===== config.mk =====
export PLATFORM = sky130hd
export DESIGN_NAME = bus_arbiter_split_n
export DESIGN_NICKNAME = d
export VERILOG_FILES = /design/src/rtl/bus_arbiter_split_n.sv
export SDC_FILE = /design/constraint.sdc
export NUM_CORES = 1
export LEC_CHECK = 0
export ABC_AREA = 1
export CORE_UTILIZATION = 55
export CTS_BUF_LIST = sky130_fd_sc_hd__clkbuf_4 sky130_fd_sc_hd__clkbuf_8 sky130_fd_sc_hd__clkbuf_16
export DETAILED_ROUTE_END_ITERATION = 8
export GPL_TIMING_DRIVEN = 0
export PLACE_DENSITY_LB_ADDON = 0.12
export SLEW_MARGIN = 5
export SYNTH_ARGS = -nofsm -noshare
export SYNTH_HDL_FRONTEND = slang
export SYNTH_SLANG_ARGS = --single-unit

===== constraint.sdc =====
create_clock -name clk -period 2.1 [get_ports clk]
set_clock_uncertainty 0.05 [all_clocks]
set_input_delay 0.315 -clock clk [delete_from_list [all_inputs] [get_ports clk]]
set_output_delay 0.315 -clock clk [all_outputs]
set_load 0.03 [all_outputs]

===== src/rtl/bus_arbiter_split_n.sv =====
// Serial-bus arbiter for NUM_INIT initiators: fixed-priority or round-robin, split-transaction park/resume, tenure timeout.
// Optional owner lock-hold across target_ack is enabled by defining ARB_LOCK_EN.
module bus_arbiter_split_n #(
    parameter int NUM_INIT       = 4,
    parameter int ARB_MODE       = 0,
    parameter int TIMEOUT_CYCLES = 255,
    localparam int ID_W          = $clog2(NUM_INIT)
) (
    input  logic                clk,
    input  logic                rst,
    input  logic [NUM_INIT-1:0] init_req,
    input  logic [NUM_INIT-1:0] init_lock,
    input  logic                target_ack,
    input  logic                split_ack,
    input  logic                split_req,
    output logic [NUM_INIT-1:0] init_grant,
    output logic                split_grant,
    output logic [ID_W-1:0]     owner_id,
    output logic                owner_valid,
    output logic                split_pending,
    output logic                timeout,
    output logic                split_err
);

    localparam int TEN_W = (TIMEOUT_CYCLES > 0) ? $clog2(TIMEOUT_CYCLES + 1) : 1;
    localparam int PAD_N = 1 << ID_W;

    typedef enum logic [1:0] {IDLE, OWN, RESUME} state_t;

    state_t              state_reg, state_next;
    logic [ID_W-1:0]     owner_reg, owner_next;
    logic [ID_W-1:0]     parked_reg, parked_next;
    logic [ID_W-1:0]     rr_ptr_reg, rr_ptr_next;
    logic                split_pending_reg, split_pending_next;
    logic [TEN_W-1:0]    tenure_reg, tenure_next;
    logic                timeout_reg, timeout_next;
    logic                split_err_reg, split_err_next;
    logic                split_grant_reg, split_grant_next;
    logic [NUM_INIT-1:0] grant_reg;
    logic                valid_reg;
    logic                grant_en;

    logic [NUM_INIT-1:0] parked_mask, eligible, onehot_next, cand_elig;
    logic [PAD_N-1:0]    elig_pad, req_pad;
    logic [ID_W-1:0]     cand_id [NUM_INIT];
    logic [ID_W-1:0]     base_ptr, win_id, ptr_after;
    logic                win_found, owner_req, lock_hold, expire;
    logic [TEN_W-1:0]    tenure_inc;

    assign eligible  = init_req & ~parked_mask;
    assign elig_pad  = PAD_N'(eligible);
    assign req_pad   = PAD_N'(init_req);
    assign owner_req = req_pad[owner_reg];
    assign base_ptr  = (ARB_MODE != 0) ? rr_ptr_reg : '0;
    assign ptr_after = (win_id == ID_W'(NUM_INIT - 1)) ? '0 : win_id + 1'b1;
    assign expire    = (TIMEOUT_CYCLES != 0) && (tenure_reg == TEN_W'(TIMEOUT_CYCLES));
    assign tenure_inc = (&tenure_reg) ? tenure_reg : tenure_reg + 1'b1;

`ifdef ARB_LOCK_EN
    logic [PAD_N-1:0] lock_pad;
    assign lock_pad  = PAD_N'(init_lock);
    assign lock_hold = lock_pad[owner_reg] & owner_req;
`else
    logic unused_lock;
    assign unused_lock = ^init_lock;
    assign lock_hold   = 1'b0;
`endif

    // Candidate list rotated to start at the search base (0 in fixed mode).
    genvar gi;
    generate
        for (gi = 0; gi < NUM_INIT; gi++) begin : g_cand
            logic [ID_W:0] sum;
            assign sum            = {1'b0, base_ptr} + (ID_W+1)'(gi);
            assign cand_id[gi]    = (sum >= (ID_W+1)'(NUM_INIT)) ?
                                    ID_W'(sum - (ID_W+1)'(NUM_INIT)) : sum[ID_W-1:0];
            assign cand_elig[gi]  = elig_pad[cand_id[gi]];
            assign parked_mask[gi] = split_pending_reg && (parked_reg == ID_W'(gi));
            assign onehot_next[gi] = (owner_next == ID_W'(gi));
        end
    endgenerate

    always_comb begin
        win_found = 1'b0;
        win_id    = '0;
        for (int i = NUM_INIT - 1; i >= 0; i--) begin
            if (cand_elig[i]) begin
                win_found = 1'b1;
                win_id    = cand_id[i];
            end
        end
    end

    always_comb begin
        state_next         = state_reg;
        owner_next         = owner_reg;
        parked_next        = parked_reg;
        rr_ptr_next        = rr_ptr_reg;
        split_pending_next = split_pending_reg;
        tenure_next        = '0;
        timeout_next       = 1'b0;
        split_err_next     = 1'b0;
        split_grant_next   = 1'b0;
        grant_en           = 1'b0;
        case (state_reg)
            IDLE: begin
                if (split_pending_reg && split_req) begin
                    state_next       = RESUME;
                    owner_next       = parked_reg;
                    tenure_next      = TEN_W'(1);
                    grant_en         = 1'b1;
                    split_grant_next = 1'b1;
                end else if (win_found) begin
                    state_next  = OWN;
                    owner_next  = win_id;
                    tenure_next = TEN_W'(1);
                    grant_en    = 1'b1;
                    if (ARB_MODE != 0) rr_ptr_next = ptr_after;
                end
            end
            OWN: begin
                grant_en    = 1'b1;
                tenure_next = tenure_inc;
                if (split_ack && !split_pending_reg) begin
                    split_pending_next = 1'b1;
                    parked_next        = owner_reg;
                    state_next         = IDLE;
                end else if (split_ack) begin
                    // A second split while one is parked cannot be tracked.
                    split_err_next = 1'b1;
                    state_next     = IDLE;
                end else if (target_ack) begin
                    if (lock_hold) tenure_next = TEN_W'(1);
                    else           state_next  = IDLE;
                end else if (!owner_req) begin
                    state_next = IDLE;
                end else if (expire) begin
                    timeout_next = 1'b1;
                    state_next   = IDLE;
                end
                if (state_next == IDLE) begin
                    grant_en    = 1'b0;
                    tenure_next = '0;
                end
            end
            RESUME: begin
                grant_en         = 1'b1;
                split_grant_next = 1'b1;
                tenure_next      = tenure_inc;
                if (target_ack || split_ack || expire) begin
                    split_err_next     = split_ack;
                    timeout_next       = expire && !target_ack && !split_ack;
                    split_pending_next = 1'b0;
                    parked_next        = '0;
                    state_next         = IDLE;
                    grant_en           = 1'b0;
                    split_grant_next   = 1'b0;
                    tenure_next        = '0;
                end
            end
            default: state_next = IDLE;
        endcase
    end

    always_ff @(posedge clk) begin
        if (rst) begin
            state_reg         <= IDLE;
            owner_reg         <= '0;
            parked_reg        <= '0;
            rr_ptr_reg        <= '0;
            split_pending_reg <= 1'b0;
            tenure_reg        <= '0;
            timeout_reg       <= 1'b0;
            split_err_reg     <= 1'b0;
            split_grant_reg   <= 1'b0;
            grant_reg         <= '0;
            valid_reg         <= 1'b0;
        end else begin
            state_reg         <= state_next;
            owner_reg         <= owner_next;
            parked_reg        <= parked_next;
            rr_ptr_reg        <= rr_ptr_next;
            split_pending_reg <= split_pending_next;
            tenure_reg        <= tenure_next;
            timeout_reg       <= timeout_next;
            split_err_reg     <= split_err_next;
            split_grant_reg   <= split_grant_next;
            grant_reg         <= grant_en ? onehot_next : '0;
            valid_reg         <= grant_en;
        end
    end

    assign init_grant    = grant_reg;
    assign split_grant   = split_grant_reg;
    assign owner_id      = owner_reg;
    assign owner_valid   = valid_reg;
    assign split_pending = split_pending_reg;
    assign timeout       = timeout_reg;
    assign split_err     = split_err_reg;

endmodule

==> results of run 1 <==
-- power by group --
part | internal [mW] | total, mW | switching, mW
Sequential | 0.457 | 0.474 | 0.0166
Clock | 0.0873 | 0.217 | 0.130
Combinational | 0.0853 | 0.220 | 0.135
Total | 0.630 | 0.911 | 0.282
-- stage by stage --
step	cell area [um^2]	power [mW]
6_report	1510	0.911
5_1_grt	1510	0.958
4_1_cts	1510	0.921
3_5_place_dp	1480	0.704
3_3_place_gp	1480	0.697
2_1_floorplan	1260	0.632
-- kinds of logic after synthesis --
kind of cell	share of synthesized area (%)
adders and majority gates	4.95
DFF	36.4
xor gates and xnor gates	2.77
and+or+nand+nor	38.2
buffers and inverters	7.42
AOI/OAI and AO/OA	10.2
-- layout make-up --
type | instances | area (um^2) | share of cell area (%)
well taps | 27 | 33.8 | 2.24
inverters | 21 | 78.8 | 5.23
flip-flops and latches | 23 | 460 | 30.5
plain buffers | 2 | 15.0 | 0.996
repair buffers | 18 | 180 | 12.0
multi-input cells | 128 | 709 | 47.1
clock buffers | 4 | 30.0 | 1.99
-- layout by cell type (no fill, tap or decap), drive strengths merged --
cell type / n
nand4: 2
buf: 1
o21ai: 6
a21oi: 17
nor3: 1
or2: 1
clkbuf: 5
clkdlybuf4s50: 18
a21o: 1
nor2: 30
xnor2: 1
ha: 5
nand2: 47
nand3: 13
inv: 21
xor2: 3
o22ai: 1
dfxtp: 23
-- path summary, 6_finish.rpt --
path                      start       endpoint  slack, ns  depth (start not counted)
setup reg to reg   state_reg[0]  init_grant[2]       0.37                         10
hold / removal              rst      split_err       0.32                          2
hold reg to reg   parked_reg[1]  parked_reg[1]       0.47                          2
setup / recovery    owner_id[0]    owner_id[0]       0.21                          1
-- per-layer routing --
layer | part of all wire (%) | routed length, um
met1 | 44 | 1110
met2 | 52 | 1320
met3 | 2.1 | 52
met4 | 2.1 | 52
met5 | 0 | 0
==> impl_metrics.ini, run 1 <==
[clock_tree]
clock_tree.buffer_depth = 2
cts_inserted_buffers = 3
holdBufCountCts = 0
postCtsResizedCells = 0
post-cts-setup-buffer-count = 0
cts_tree = built
ctsHtreeMaxLevel = 1
worst_setup_hold_path_clk_slew_ns = 0.12
clockRootBuffer = clkbuf_4
cts.sinks = 23
clock_insertion_delay_worst_skew_ns = 0.31

[sta]
hold_violations = 0
max_slew.worst_pin.slew_ns = 0.431
setup_slack_after_layout_ns = 0.213
final_max_slew_viol_count = 0
tns_ns = 0
post-route-period-util_pct = 89.8
hold_slack_ns = 0.322
fmaxAchievable_mhz = 530
finalSetupViolCount = 0
timing.slew.headroom_pct = 71.3
grt_setup_unrepaired = no
timing.final.crit_period_ns = 1.89

[global_routing]
antenna_found_initial = 0
gr-usage-met3_pct = 1.85
gr_met2_demand_resource_pct = 43.7
busiest_layer = met2
track_usage_pct = 23.4
global_route.usage.met1_pct = 25.5
first_global_vias = 1090
grt.overflow.total = 0
global_route_wire_length_before_repair_um = 4380
largest_net_degree_at_the_start_of_global_routing = 13

[detailed_routing]
drt-pass1-iter-count = 5
drt_iter0_markers = 15
routedWlPerCell_um = 11.4
post_drt_via_cell_ratio = 5.06
drc = 0
postRouteAntennaNets = 0
postRouteWirelength_um = 2540
num_vias = 1128

[layout]
syn2layout_area_growth_pct = 19.3
finalNetCount = 215
largest_register_ffs = 8
layout.core_utilization_pct = 73.1
drive_gt1_share_pct = 17.9
antenna-diode-count = 0
fillerInstances = 180
finish.cell_count_without_fillers = 223

[setup_path]
crit_family = buffers and inverters
crit_required_ns = 1.74
worst-endpoint-arrival_ns = 1.52
crit_chain = clkdlybuf4s50_1
crit_type = reg2out
critical_path.endpoint_type = output pin
cp_slowest_stage_delay_ns = 0.72
critical_path.n_buffers_inverters = 1
setup.worst_path.start_class = flip-flop
cp_max_stage_cell = clkdlybuf4s50_1
crit_fanout = 7

[yosys]
synth_top_cells_by_area = dfxtp_1 (36%), nand2_1 (10%), a21oi_1 (6.7%)
post_synth.cell_area_avg_um2 = 7.26
asyncSetResetFlopFracSynth_pct = 0
cell_types_with_the_highest_counts_after_synthesis = nand2_1 (34), dfxtp_1 (23), nor2_1 (19)
synthesis.instances = 174
synthDominantCellAreaShare_pct = 36.4
netlist.top_cell.by_area = dfxtp_1
ys_dominant_reg_cell = dfxtp_1
synth_enable_flop_cells = 0
seq_area_frac_synth_pct = 36.4
synth-warning-count = 0
postSynthRegisterBits = 23
yosysUniqueCellTypes = 24
post-synth-top-count-cell = nand2_1
synth.cell_area_um2 = 1260
syn_nets = 192

[status]
outcome = finished, final reports clean

[floorplan]
design.die.area_um2 = 2490
initial_utilization_pct = 61.3
floorplan.die.height_um = 49.9
floorplan.core_area_um2 = 2060
dieWidth_um = 49.9
core.rowCount = 16
ios = 24

[place]
dp_hpwl_um = 2050
placed_cells = 219
place_worst_setup_slack_ns = 0.278
buffer_ports.inserted = 18
finalWeightedCongestion = 0.882

[power_and_ir_drop]
p_leak_nw = 0.659
ir_drop_mv = 0.489
power_density_over_the_cells_nw_per_um2 = 604

[worst_hold_path]
min_path_type = in2reg

[flow_run]
cap_violations = 0
Note: power is estimated with default switching activity, not from simulation.
==> inputs of run 2 (changes only) <==
Settings changed: CAP_MARGIN from default to 20.
==> results of run 2 <==
Same layout as run 1: the final DEF is identical, and so are final timing and power.
==> inputs of run 3 (changes only) <==
Settings changed: PLACE_DENSITY from default to 0.85, PLACE_DENSITY_LB_ADDON 0.12 to default.
==> run 3 against run 2 <==
Net effect: flip-flop and latch count unchanged; total power down 1.0%; critical endpoint unchanged; non-clock buffer count unchanged; sequential share of layout area up 0.051 points; largest cell class unchanged.
==> impl_metrics.ini, run 3 (synthesis results as in run 1) <==
[status]
outcome = finished, final reports clean

[detailed_routing]
drt_iter0_markers = 33
post_drt_via_cell_ratio = 5.18
routedWlPerCell_um = 11.3
drt-pass1-iter-count = 6
postRouteAntennaNets = 0
postRouteWirelength_um = 2520
drc = 0
num_vias = 1155

[power_and_ir_drop]
p_leak_nw = 0.658
power_density_over_the_cells_nw_per_um2 = 599
ir_drop_mv = 0.397
total_power_mw = 0.902

[place]
buffer_ports.inserted = 18
dp_hpwl_um = 2030
placed_area_um2 = 1480
finalWeightedCongestion = 0.835
placed_cells = 219

[clock_tree]
postCtsResizedCells = 0
ctsHtreeMaxLevel = 1
clockRootBuffer = clkbuf_4
clock_tree.buffer_depth = 2
worst_setup_hold_path_clk_slew_ns = 0.13
post-cts-setup-buffer-count = 0
cts_tree = built
cts.sinks = 23
cts_inserted_buffers = 3
clock_insertion_delay_worst_skew_ns = 0.31
holdBufCountCts = 0

[setup_path]
worst-endpoint-arrival_ns = 1.50
crit_required_ns = 1.74
critical_path.n_buffers_inverters = 1
crit_type = reg2out
crit_family = buffers and inverters
critical_path.endpoint_type = output pin
cp_slowest_stage_delay_ns = 0.72
setup.worst_path.start_class = flip-flop
crit_fanout = 7
cp_max_stage_cell = clkdlybuf4s50_1
crit_chain = clkdlybuf4s50_1

[sta]
hold_violations = 0
timing.final.crit_period_ns = 1.87
grt_setup_unrepaired = no
finalSetupViolCount = 0
max_slew.worst_pin.slew_ns = 0.462
post-route-period-util_pct = 88.9
final_max_slew_viol_count = 0
tns_ns = 0
fmaxAchievable_mhz = 536
timing.slew.headroom_pct = 69.2

[global_routing]
track_usage_pct = 22.9
global_route_wire_length_before_repair_um = 4420
first_global_vias = 1102
antenna_found_initial = 0
largest_net_degree_at_the_start_of_global_routing = 14
grt.overflow.total = 0

[worst_hold_path]
min_path_type = in2reg

[layout]
post-route-cell-area_um2 = 1510
antenna-diode-count = 0
syn2layout_area_growth_pct = 19.1
mostFrequentLayoutCells = nand2_1 (34), dfxtp_1 (23), nor2_1 (19)
layout.core_utilization_pct = 73.0
drive_gt1_share_pct = 17.9
finalNetCount = 215
largest_register_ffs = 8
fillerInstances = 163
layout.cells.most_common = nand2_1
finish.cell_count_without_fillers = 223

[floorplan]
core.rowCount = 16
dieWidth_um = 49.9
floorplan.core_area_um2 = 2060
initial_utilization_pct = 61.3
ios = 24
design.die.area_um2 = 2490
floorplan.die.height_um = 49.9

[flow_run]
cap_violations = 0
==> run 3: changes by cell type in the layout (fill, tap and decap cells not counted), sizes merged <==
cell,change
clkbuf,-1
clkinv,+1
==> run 3: path summary, 6_finish.rpt <==
kind | depth (start not counted) | to | slack (ns) | from
worst min-delay path | 2 | split_err | 0.34 | rst
worst min register to register | 2 | parked_reg[1] | 0.47 | parked_reg[1]
worst max-delay path | 1 | owner_id[0] | 0.23 | owner_id[0]
worst max register to register | 10 | init_grant[2] | 0.39 | state_reg[0]
==> run 3: routing by layer <==
| metal | track usage (%) | routed length [um] |
|---|---|---|
| met2 | 43.7 | 1350 |
| met1 | 25.6 | 1090 |
| met3 | 3.70 | 66 |
| met5 | 0 | 0 |
| met4 | 6.19 | 11 |
==> run 3: where the power goes <==
group          leakage, nW  total (mW)  switching, mW  internal (mW)
clock               0.0177       0.207          0.136         0.0711
combinational        0.453       0.222          0.136         0.0856
sequential           0.187       0.474         0.0164          0.457
total                0.658       0.902          0.288          0.614
==> run 3: area by class of cell <==
| class | count | area (um^2) | share of cell area, % |
|---|---|---|---|
| clock inverter | 1 | 5.00 | 0.333 |
| timing repair buffer | 18 | 180 | 12.0 |
| tap | 27 | 33.8 | 2.24 |
| clock buffer | 3 | 22.5 | 1.50 |
| sequential | 23 | 460 | 30.6 |
| multi-input combinational | 128 | 709 | 47.1 |
| buffer | 2 | 15.0 | 0.998 |
| inverter | 21 | 78.8 | 5.24 |
==> run 3: through the flow <==
stage	hold slack [ns]	worst slack, ns
CTS	0.341	0.225
global placement	0.448	0.325
detailed placement	0.456	0.264
floorplan	0.403	0.580
finish	0.344	0.233
global route	0.351	0.187
